**config.mk**
```make
export PLATFORM = sky130hd
export DESIGN_NAME = rf_ex_hazard_ctrl_flat
export DESIGN_NICKNAME = d
export VERILOG_FILES = /design/src/rtl/rf_ex_hazard_ctrl_if.sv /design/src/rtl/rf_ex_hazard_ctrl.sv /design/src/flat_wrapper.sv
export SDC_FILE = /design/constraint.sdc
export NUM_CORES = 1
export LEC_CHECK = 0
export ABC_AREA = 1
export CORE_ASPECT_RATIO = 0.6
export CORE_UTILIZATION = 52
export CTS_CLUSTER_SIZE = 30
export DETAILED_ROUTE_END_ITERATION = 8
export PLACE_DENSITY_LB_ADDON = 0.25
export SLEW_MARGIN = 20
export SYNTH_ARGS = -nofsm -noshare
export SYNTH_HDL_FRONTEND = slang
export SYNTH_SLANG_ARGS = --single-unit
```
**constraint.sdc**
```tcl
create_clock -name clock -period 5.02 [get_ports clock]
set_input_delay 1.506 -clock clock [delete_from_list [all_inputs] [get_ports clock]]
set_output_delay 1.506 -clock clock [all_outputs]
set_load 0.005 [all_outputs]
```
**src/rtl/rf_ex_hazard_ctrl_if.sv**
```systemverilog
// rtl/rf_ex_hazard_ctrl_if.sv - RF/EX hazard control bundle: pipeline observations in, stall/flush controls out
//   master : pipeline side, drives the RF/EX and ID/RF observations and redirect_ex, receives the controls
//   slave  : hazard controller, receives the observations, drives en_*, flush_*, multi_* and stall_count
interface rf_ex_hazard_ctrl_if #(
    parameter int CNT_W = 16
);
    logic             Valid_rf_ex;
    logic [3:0]       opcode_rf_ex;
    logic [1:0]       Memory_rf_ex;
    logic [2:0]       Dest_rf_ex;
    logic [7:0]       reg_list_rf_ex;
    logic             Valid_id_rf;
    logic [3:0]       src1_id_rf;
    logic [3:0]       src2_id_rf;
    logic             redirect_ex;
    logic             en_pc;
    logic             en_if_id;
    logic             en_id_rf;
    logic             en_rf_ex;
    logic             flush_if_id;
    logic             flush_id_rf;
    logic             flush_rf_ex;
    logic             multi_active;
    logic [2:0]       multi_idx;
    logic [CNT_W-1:0] stall_count;

    modport master (
        output Valid_rf_ex, opcode_rf_ex, Memory_rf_ex, Dest_rf_ex, reg_list_rf_ex,
               Valid_id_rf, src1_id_rf, src2_id_rf, redirect_ex,
        input  en_pc, en_if_id, en_id_rf, en_rf_ex, flush_if_id, flush_id_rf, flush_rf_ex,
               multi_active, multi_idx, stall_count
    );

    modport slave (
        input  Valid_rf_ex, opcode_rf_ex, Memory_rf_ex, Dest_rf_ex, reg_list_rf_ex,
               Valid_id_rf, src1_id_rf, src2_id_rf, redirect_ex,
        output en_pc, en_if_id, en_id_rf, en_rf_ex, flush_if_id, flush_id_rf, flush_rf_ex,
               multi_active, multi_idx, stall_count
    );
endinterface

```
**src/rtl/rf_ex_hazard_ctrl.sv**
```systemverilog
// rtl/rf_ex_hazard_ctrl.sv - stall/flush control for PC, IF/ID, ID/RF, RF/EX: load-use, LM/SM sequencing, redirects
//   clock, reset : single clock, synchronous active-low reset
//   hz (slave)   : RF/EX and ID/RF observations plus redirect_ex in; register enables, flushes,
//                  LM/SM progress (multi_active, multi_idx) and saturating stall_count out
module rf_ex_hazard_ctrl #(
    parameter logic [3:0] LW_OP = 4'b0100,
    parameter logic [3:0] LM_OP = 4'b0110,
    parameter logic [3:0] SM_OP = 4'b0111,
    parameter int         CNT_W = 16
) (
    input  logic               clock,
    input  logic               reset,
    rf_ex_hazard_ctrl_if.slave hz
);
    typedef enum logic {
        RUN   = 1'b0,
        MULTI = 1'b1
    } state_e;

    state_e           st_q, st_d;
    logic [7:0]       mask_q, mask_d;
    logic [7:0]       list_q, list_d;
    logic             lm_q, lm_d;
    logic [CNT_W-1:0] stall_q;

    // en_c = {pc, if_id, id_rf, rf_ex}, fl_c = {if_id, id_rf, rf_ex}
    logic [3:0] en_c;
    logic [2:0] fl_c;
    logic       ma_c;
    logic [2:0] idx_c;
    logic       final_c;
    logic       final_lm;
    logic [7:0] final_list;
    logic [7:0] dep_vec;
    logic       lm_ex;
    logic       load_use;

    function automatic logic [2:0] lowest(input logic [7:0] x);
        logic [2:0] r;
        r = 3'd0;
        for (int i = 7; i >= 0; i--) begin
            if (x[i]) r = 3'(i);
        end
        return r;
    endfunction

    // Two or more bits set: clearing the lowest set bit leaves something behind.
    function automatic logic two_plus(input logic [7:0] x);
        return (x & (x - 8'd1)) != 8'd0;
    endfunction

    // dep_vec[r] = the ID/RF instruction reads register r
    always_comb begin
        dep_vec = 8'd0;
        for (int r = 0; r < 8; r++) begin
            dep_vec[r] = hz.Valid_id_rf &
                         ((hz.src1_id_rf[3] && (hz.src1_id_rf[2:0] == 3'(r))) ||
                          (hz.src2_id_rf[3] && (hz.src2_id_rf[2:0] == 3'(r))));
        end
    end

    assign lm_ex    = hz.Valid_rf_ex && ((hz.opcode_rf_ex == LM_OP) || (hz.opcode_rf_ex == SM_OP));
    assign load_use = hz.Valid_rf_ex && (hz.opcode_rf_ex == LW_OP) && hz.Memory_rf_ex[1] &&
                      dep_vec[hz.Dest_rf_ex];

    always_comb begin
        st_d       = st_q;
        mask_d     = mask_q;
        list_d     = list_q;
        lm_d       = lm_q;
        en_c       = 4'b1111;
        fl_c       = 3'b000;
        ma_c       = 1'b0;
        idx_c      = 3'd0;
        final_c    = 1'b0;
        final_lm   = 1'b0;
        final_list = 8'd0;

        if (!reset) begin
            fl_c   = 3'b111;
            st_d   = RUN;
            mask_d = 8'd0;
            list_d = 8'd0;
            lm_d   = 1'b0;
        end else if (hz.redirect_ex) begin
            fl_c   = 3'b111;
            st_d   = RUN;
            mask_d = 8'd0;
        end else if (st_q == MULTI) begin
            ma_c   = 1'b1;
            idx_c  = lowest(mask_q);
            mask_d = mask_q & (mask_q - 8'd1);
            if (two_plus(mask_q)) begin
                en_c = 4'b0000;
            end else begin
                st_d       = RUN;
                final_c    = 1'b1;
                final_lm   = lm_q;
                final_list = list_q;
            end
        end else if (lm_ex) begin
            idx_c = lowest(hz.reg_list_rf_ex);
            if (two_plus(hz.reg_list_rf_ex)) begin
                en_c   = 4'b0000;
                ma_c   = 1'b1;
                st_d   = MULTI;
                mask_d = hz.reg_list_rf_ex & (hz.reg_list_rf_ex - 8'd1);
                list_d = hz.reg_list_rf_ex;
                lm_d   = (hz.opcode_rf_ex == LM_OP);
            end else begin
                // zero or one register: the entry cycle is also the last transfer
                final_c    = 1'b1;
                final_lm   = (hz.opcode_rf_ex == LM_OP);
                final_list = hz.reg_list_rf_ex;
            end
        end else if (load_use) begin
            en_c = 4'b0001;
            fl_c = 3'b001;
        end

        // Last LM transfer feeding a waiting consumer: one bubble into RF/EX,
        // front end held so the consumer re-reads the freshly loaded value.
        if (final_c && final_lm && ((final_list & dep_vec) != 8'd0)) begin
            en_c = 4'b0001;
            fl_c = 3'b001;
        end
    end

    always_ff @(posedge clock) begin
        if (!reset) begin
            st_q    <= RUN;
            mask_q  <= 8'd0;
            list_q  <= 8'd0;
            lm_q    <= 1'b0;
            stall_q <= '0;
        end else begin
            st_q   <= st_d;
            mask_q <= mask_d;
            list_q <= list_d;
            lm_q   <= lm_d;
            if (!en_c[3] && (stall_q != {CNT_W{1'b1}})) begin
                stall_q <= stall_q + 1'b1;
            end
        end
    end

    assign hz.en_pc        = en_c[3];
    assign hz.en_if_id     = en_c[2];
    assign hz.en_id_rf     = en_c[1];
    assign hz.en_rf_ex     = en_c[0];
    assign hz.flush_if_id  = fl_c[2];
    assign hz.flush_id_rf  = fl_c[1];
    assign hz.flush_rf_ex  = fl_c[0];
    assign hz.multi_active = ma_c;
    assign hz.multi_idx    = idx_c;
    assign hz.stall_count  = stall_q;
endmodule

```
**src/flat_wrapper.sv**
```systemverilog
// flat-port wrapper written by rule: the top's interface ports become plain ports
module rf_ex_hazard_ctrl_flat 
#(
    parameter logic [3:0] LW_OP = 4'b0100,
    parameter logic [3:0] LM_OP = 4'b0110,
    parameter logic [3:0] SM_OP = 4'b0111,
    parameter int         CNT_W = 16
)
  (clock, reset, hz_Valid_rf_ex, hz_opcode_rf_ex, hz_Memory_rf_ex, hz_Dest_rf_ex, hz_reg_list_rf_ex, hz_Valid_id_rf, hz_src1_id_rf, hz_src2_id_rf, hz_redirect_ex, hz_en_pc, hz_en_if_id, hz_en_id_rf, hz_en_rf_ex, hz_flush_if_id, hz_flush_id_rf, hz_flush_rf_ex, hz_multi_active, hz_multi_idx, hz_stall_count);
  rf_ex_hazard_ctrl_if #(.CNT_W(CNT_W)) hz_i ();
  input  logic clock;
  input  logic reset;
  input wire logic [$bits(hz_i.Valid_rf_ex)-1:0] hz_Valid_rf_ex;
  input wire logic [$bits(hz_i.opcode_rf_ex)-1:0] hz_opcode_rf_ex;
  input wire logic [$bits(hz_i.Memory_rf_ex)-1:0] hz_Memory_rf_ex;
  input wire logic [$bits(hz_i.Dest_rf_ex)-1:0] hz_Dest_rf_ex;
  input wire logic [$bits(hz_i.reg_list_rf_ex)-1:0] hz_reg_list_rf_ex;
  input wire logic [$bits(hz_i.Valid_id_rf)-1:0] hz_Valid_id_rf;
  input wire logic [$bits(hz_i.src1_id_rf)-1:0] hz_src1_id_rf;
  input wire logic [$bits(hz_i.src2_id_rf)-1:0] hz_src2_id_rf;
  input wire logic [$bits(hz_i.redirect_ex)-1:0] hz_redirect_ex;
  output wire logic [$bits(hz_i.en_pc)-1:0] hz_en_pc;
  output wire logic [$bits(hz_i.en_if_id)-1:0] hz_en_if_id;
  output wire logic [$bits(hz_i.en_id_rf)-1:0] hz_en_id_rf;
  output wire logic [$bits(hz_i.en_rf_ex)-1:0] hz_en_rf_ex;
  output wire logic [$bits(hz_i.flush_if_id)-1:0] hz_flush_if_id;
  output wire logic [$bits(hz_i.flush_id_rf)-1:0] hz_flush_id_rf;
  output wire logic [$bits(hz_i.flush_rf_ex)-1:0] hz_flush_rf_ex;
  output wire logic [$bits(hz_i.multi_active)-1:0] hz_multi_active;
  output wire logic [$bits(hz_i.multi_idx)-1:0] hz_multi_idx;
  output wire logic [$bits(hz_i.stall_count)-1:0] hz_stall_count;
  assign hz_i.Valid_rf_ex = hz_Valid_rf_ex;
  assign hz_i.opcode_rf_ex = hz_opcode_rf_ex;
  assign hz_i.Memory_rf_ex = hz_Memory_rf_ex;
  assign hz_i.Dest_rf_ex = hz_Dest_rf_ex;
  assign hz_i.reg_list_rf_ex = hz_reg_list_rf_ex;
  assign hz_i.Valid_id_rf = hz_Valid_id_rf;
  assign hz_i.src1_id_rf = hz_src1_id_rf;
  assign hz_i.src2_id_rf = hz_src2_id_rf;
  assign hz_i.redirect_ex = hz_redirect_ex;
  assign hz_en_pc = hz_i.en_pc;
  assign hz_en_if_id = hz_i.en_if_id;
  assign hz_en_id_rf = hz_i.en_id_rf;
  assign hz_en_rf_ex = hz_i.en_rf_ex;
  assign hz_flush_if_id = hz_i.flush_if_id;
  assign hz_flush_id_rf = hz_i.flush_id_rf;
  assign hz_flush_rf_ex = hz_i.flush_rf_ex;
  assign hz_multi_active = hz_i.multi_active;
  assign hz_multi_idx = hz_i.multi_idx;
  assign hz_stall_count = hz_i.stall_count;
  rf_ex_hazard_ctrl #(.LW_OP(LW_OP), .LM_OP(LM_OP), .SM_OP(SM_OP), .CNT_W(CNT_W)) u_core (.clock(clock), .reset(reset), .hz(hz_i));
endmodule
```
# [Word-level counts from Yosys, hierarchy flattened]
# Index checks and enable logic that the tools add are counted.
[word_totals] reg_bits=34 inputBits=30 output_inout_bits=27 wordCells=148
[classes] addsub=3 order_cmp=1 n_eq_ne=18 mux=64 bitwise=14 n_reduce_logical=43
[op_table] cell="two-way mux 3 bit" n=25
[op_table] cell="two-way mux 8 bit" n=9
[op_table] cell="two-way mux 4 bit" n=8
[op_table] cell="AND 8 bit" n=3
[op_table] cell="equality test 3 bit, second input constant" n=8
[op_table] cell="nonzero test 8 bit" n=3
[op_table] cell="logical AND 1 bit" n=23
[op_table] cell="two-way mux 1 bit" n=21
[op_table] cell="adder 16 x 1 -> 16 bit, second input constant" n=1
[op_table] cell="inequality test 16 bit, second input constant" n=1
[op_table] cell="subtractor 8 x 1 -> 8 bit, second input constant" n=2
[op_table] cell="equality test 3 x 2 -> 1 bit, second input constant" n=4
[op_table] cell="equality test 4 x 3 -> 1 bit, second input constant" n=3
[op_table] cell="logical OR 1 bit" n=9
[op_table] cell="AND 1 bit" n=8
[op_table] cell="equality test 3 x 1 -> 1 bit, second input constant" n=2
[op_table] cell="logical NOT 3 bit" n=2
[op_table] cell="less-than comparator 3 x 4 -> 1 bit, second input constant" n=1
[op_table] cell="AND reduction 4 bit" n=1
[op_table] cell="nonzero test 2 bit" n=2
[op_table] cell="binary-select mux 1 bit (select 3 bit)" n=1
[op_table] cell="inverter 1 bit" n=3
[op_table] cell="AND reduction 2 bit" n=1
[op_table] cell="OR reduction 2 bit" n=1
[op_table] cell="logical NOT 1 bit" n=1

# [Longest topological paths before layout]
# Gate-level depths: netlist (run 1).
[logic_depth] ltp_word=15 depth_mapped=19

# [Worst setup path after synthesis (run 1)]
# OpenSTA, ideal clock, no wires.
[synth_path] path_kind="input to output" start="in hz_opcode_rf_ex[2]" end="out hz_en_if_id" arrival_time_ps=3048 setup_slack_ps=466 cell_stages=13 path_buffers=4 cell_sequence="inv_1 > or2_4 > nor3_4 > buf_6 > nand3_1 > nand3b_1 > a21oi_2 > nand2_1 > nand2_2 > buf_6 > buf_12 > inv_1 > buf_4"
[synth_via] elab_chain_len=11
[synth_rtl] element="start, declared" line_no="flat_wrapper.sv:14" source="input wire logic [$bits(hz_i.opcode_rf_ex)-1:0] hz_opcode_rf_ex;"
[synth_rtl] element="equality test 4 x 3 -> 1 bit (on tied branches)" line_no="rf_ex_hazard_ctrl.sv:62, rf_ex_hazard_ctrl.sv:113"
[synth_rtl] element="logical OR 1 bit" line_no="rf_ex_hazard_ctrl.sv:62" source="assign lm_ex = hz.Valid_rf_ex && ((hz.opcode_rf_ex == LM_OP) || (hz.opcode_rf_ex == SM_OP));"
[synth_rtl] element="logical AND 1 bit" line_no="rf_ex_hazard_ctrl.sv:62"
[synth_rtl] element="two-way mux 8 bit" line_no="rf_ex_hazard_ctrl.sv:101" source="end else if (lm_ex) begin"
[synth_rtl] element="two-way mux 8 bit" line_no="rf_ex_hazard_ctrl.sv:89" source="end else if (st_q == MULTI) begin"
[synth_rtl] element="two-way mux 8 bit" line_no="rf_ex_hazard_ctrl.sv:85" source="end else if (hz.redirect_ex) begin"
[synth_rtl] element="two-way mux 8 bit" line_no="rf_ex_hazard_ctrl.sv:79" source="if (!reset) begin"
[synth_rtl] element="AND 8 bit" line_no="rf_ex_hazard_ctrl.sv:123" source="if (final_c && final_lm && ((final_list & dep_vec) != 8'd0)) begin"
[synth_rtl] element="nonzero test 8 bit" line_no="rf_ex_hazard_ctrl.sv:123"
[synth_rtl] element="logical AND 1 bit" line_no="rf_ex_hazard_ctrl.sv:123"
[synth_rtl] element="two-way mux 4 bit (*)" line_no="rf_ex_hazard_ctrl.sv:123"
[synth_rtl] element="end, declared" line_no="flat_wrapper.sv:23" source="output wire logic [$bits(hz_i.en_if_id)-1:0] hz_en_if_id;"
# Mark *: on every way between the ends. The rest lies on a longest branch, timed or not.

# [Final worst setup path (run 1)]
[layout_path] start="in hz_reg_list_rf_ex[4]" end="reg u_core.mask_q[6]"
[layout_via] elab_chain_len=5
[layout_rtl] element="start, declared" line_no="flat_wrapper.sv:17" source="input wire logic [$bits(hz_i.reg_list_rf_ex)-1:0] hz_reg_list_rf_ex;"
[layout_rtl] element="subtractor 8 x 1 -> 8 bit" line_no="rf_ex_hazard_ctrl.sv:49, rf_ex_hazard_ctrl.sv:107"
[layout_rtl] element="AND 8 bit (*)" line_no="rf_ex_hazard_ctrl.sv:49, rf_ex_hazard_ctrl.sv:107"
[layout_rtl] element="nonzero test 8 bit or two-way mux 8 bit (tied branches)" line_no="rf_ex_hazard_ctrl.sv:49, rf_ex_hazard_ctrl.sv:103"
[layout_rtl] element="nonzero test 2 bit (no line) or two-way mux 8 bit (tied branches)"
[layout_rtl] element="AND reduction 2 bit (no line) or two-way mux 8 bit (tied branches)"
[layout_rtl] element="end signal, assigned" line_no="rf_ex_hazard_ctrl.sv:138" source="mask_q <= mask_d;"
[layout_rtl] element="end, declared" line_no="rf_ex_hazard_ctrl.sv:21" source="logic [7:0] mask_q, mask_d;"
# Mark *: on every way between the ends. The rest lies on a longest branch, timed or not. The select of a mux whose other input is x is not followed.
# A chain may end at the register's enable or synchronous reset.

==> impl_results.md, run 1 <==
* Outcome: finished with violations
* Failing checks: DRC, setup timing
* FF-to-FF path depth at 9
* Worst-Skew Late Latency at 0.29 ns
* Share of the synthesized area in the top cell type at 0.250
* Sum of negative setup slack at -0.0459 ns
* Slew Limit Headroom at 0.418
* Avg Cell Area, Syn at 6.08 µm²
* Crit. End Element: register
* CP Buf/Inv Count at 27
* Crit path setup slack, layout at -0.0459 ns
* PwrDens at 178 nW/µm²
* Max clock buf depth at 2
* Pin count of the biggest net entering global routing at 23
* Antenna-violating nets left at 0
* Crit path top cell by count: buf_4
* DRT Pass-1 Iters at 9
* Req. time, crit path at 5.25 ns
* Endpoints failing setup at 1
* Cell types occupying the most area after synthesis: dfxtp_1 25%, nand2_1 17%, nand3_1 7.2%, inv_1 7.1%, a21oi_1 6.8%
* Critical path depth at 31
* Arr. time, crit path at 5.29 ns
* CTS buffer count at 5
* FP Rows at 19
* Die Ht at 57.2 µm
* Initial DRC Count at 613
* Largest delay share family, worst path: buffers and inverters
* Area Growth Syn to Fin at 45.6%
* Register bit total from synthesis at 33
* Ys async rst share at 0
* Top Ports at 57
* Final Max Tran Viols at 0
* I/O Buffers at 55
* Final worst path period share at 1.01
* Antenna cells at 0
* Met3 Use GR at 0.137
* Clk root buf: clkbuf_8
* Leakage at 1.77 nW
* Final WL at 10.3 mm
* Unrepaired setup endpoints after global routing: true
* Largest stage delay on the critical path at 0.14 ns
* First-pass GRT wire length at 16.0 mm
* Hpwl dp at 6.32 mm
* Final GP Congestion at 0.993
* GRT busiest layer: met2
* Initial core utilization at 0.559
* Critical path type: input port to register
* TritonCTS clock tree: done
* Htree depth at 2
* Skew final at 0.00718 ns
* Gr usage total at 0.393
* Vias/cell at 5.93
* CP max stage cell: buf_4
* CP max FO at 3
* Multi-input gate area at 1760 µm²
* Max cap viols at 0
* Achievable clock frequency at 197 MHz
* Total grt overflow at 0
* CTS Hold Bufs at 0
* Core ar. at 4730 µm²
* Die Wd at 94.1 µm
* Die area at 5390 µm²
* Final instance area at 3850 µm²
* Hold Path Depth at 2
* TritonCTS sink count at 33
* Syn nets at 466
* Cell count after synthesis at 435
* Layout Nets at 582
* Number of remaining DRC errors at 17
* Pre-CTS setup slack at -0.431 ns
* Met1 Resource Use GR at 0.540
* Fillers at 332
* Top FF cell, synth: dfxtp_1
* Number of synthesized flops with an enable pin at 0
* Worst-Margin Slew at 0.872 ns
* Clock transition at path regs at 0.07 ns
* Via count at 3,645
* Share of post-route cells with drive strength above 1 at 0.243
* Met2 GRT Util at 0.540
* Max VDD drop at 0.196 mV
* Initial antenna violation count at 0
* Most area-hungry cell type in the Yosys netlist: dfxtp_1
* Dominant cell by count in the synthesized netlist: nand2_1
* Final hold vios at 0
* Final min period at 5.07 ns
* Worst Setup Start Kind: input port
* WL/cell at 16.7 µm
* Syn. warnings at 0
* Vias in the first global route at 3,218
* Synthesized area at 2650 µm²
* Top cells by count, synth: 119 x nand2_1, 50 x inv_1, 47 x nor2_1, 38 x nand3_1, 36 x a21oi_1
* FF+latch area at 661 µm²
* Yosys cell types at 40
* Worst min path class: register to register
* Total chip power at 0.684 mW
* Post-synthesis sequential area ratio at 0.250
* DP Area at 3480 µm²
==> report_power, final <==
group | internal [mW] | total [mW] | switching, mW
combinational | 0.0690 | 0.148 | 0.0790
clock | 0.162 | 0.269 | 0.107
sequential | 0.264 | 0.267 | 0.00292
total | 0.495 | 0.684 | 0.189
==> kinds of logic (layout without fill, tap and decap cells) <==
family / count (synthesis) / count (layout) / synth area share
fa+ha+maj: 1 / 1 / 0.00473
xor+xnor: 13 / 13 / 0.0430
compound gates: 67 / 67 / 0.141
buf+inv: 68 / 183 / 0.119
simple gates: 253 / 255 / 0.442
flops: 33 / 33 / 0.250
==> state kept, by name, summed over array words and instances, names as in the netlist <==
name                   cells
u_core.st_q                1
u_core.hz.stall_count     16
u_core.mask_q              7
u_core.lm_q                1
u_core.list_q              8
==> layout make-up <==
class                   count  share of cell area
multi-input cells         336               0.457
repair buffers            122               0.269
flip-flops and latches     33               0.171
inverters                  53              0.0516
clock buffers               7              0.0224
well taps                  63              0.0205
clock inverters             1             0.00779
==> layer usage <==
layer  share of wire  wire (µm)  vias to the layer above
met2            0.39       3970                      309
met5               0          0                        -
met3            0.15       1510                       71
met1            0.41       4160                     1607
li1                -          -                     1658
met4           0.060        617                        0
==> through the flow <==
stage                     utilization  std cells  hold WS (ns)
after floorplan                     -        435         0.469
after global placement          0.736        579         0.471
after detailed placement        0.736        579         0.475
after CTS                       0.811        615         0.490
after global routing            0.814        615         0.512
final                           0.814        615         0.489
==> worst min-delay path: cells and delay by family (launching register included) <==
family | cells | cell delay [ns]
AND/OR/NAND/NOR | 1 | 0.07
flip-flops | 1 | 0.33
AO/OA/AOI/OAI | 1 | 0.05
==> cell usage in the layout (no fill, tap or decap), drive strengths merged, types with 2 or more instances in the layout <==
cell type and n:
a21oi 38, and2 2, buf 71, clkbuf 13, clkdlybuf4s50 40, dfxtp 33
dlygate4sd2 2, dlymetal6s2s 2, inv 52, nand2 123, nand3 41, nand4 17
nor2 59, nor3 7, nor4 3, o21ai 20, o31ai 2, or2 2
xnor2 7, xor2 6
==> repair_timing <==
item                       in CTS  in global routing
resized for setup              28                 46
gates cloned                    2                  0
pin swaps                      10                  0
buffers inserted               26                  0
setup endpoints to repair       8                  7
==> final timing paths <==
path,slack (ns),endpoint,from
min,0.49,u_core.hz.stall_count[15]$_SDFFE_PN0P_,u_core.hz.stall_count[15]$_SDFFE_PN0P_
max reg2reg,2.09,u_core.hz.stall_count[1]$_SDFFE_PN0P_,u_core.st_q$_SDFF_PP0_
min reg2reg,0.49,u_core.hz.stall_count[15]$_SDFFE_PN0P_,u_core.hz.stall_count[15]$_SDFFE_PN0P_
max,-0.05,u_core.mask_q[6]$_SDFFE_PP0P_,hz_reg_list_rf_ex[4]
Power figures use the tool's default switching activity.
==> run 2: changes to the inputs <==
Settings changed: CTS_CLUSTER_SIZE 30 to 16.
==> results of run 2 <==
Final layout, timing and power as in run 1 (identical DEF).
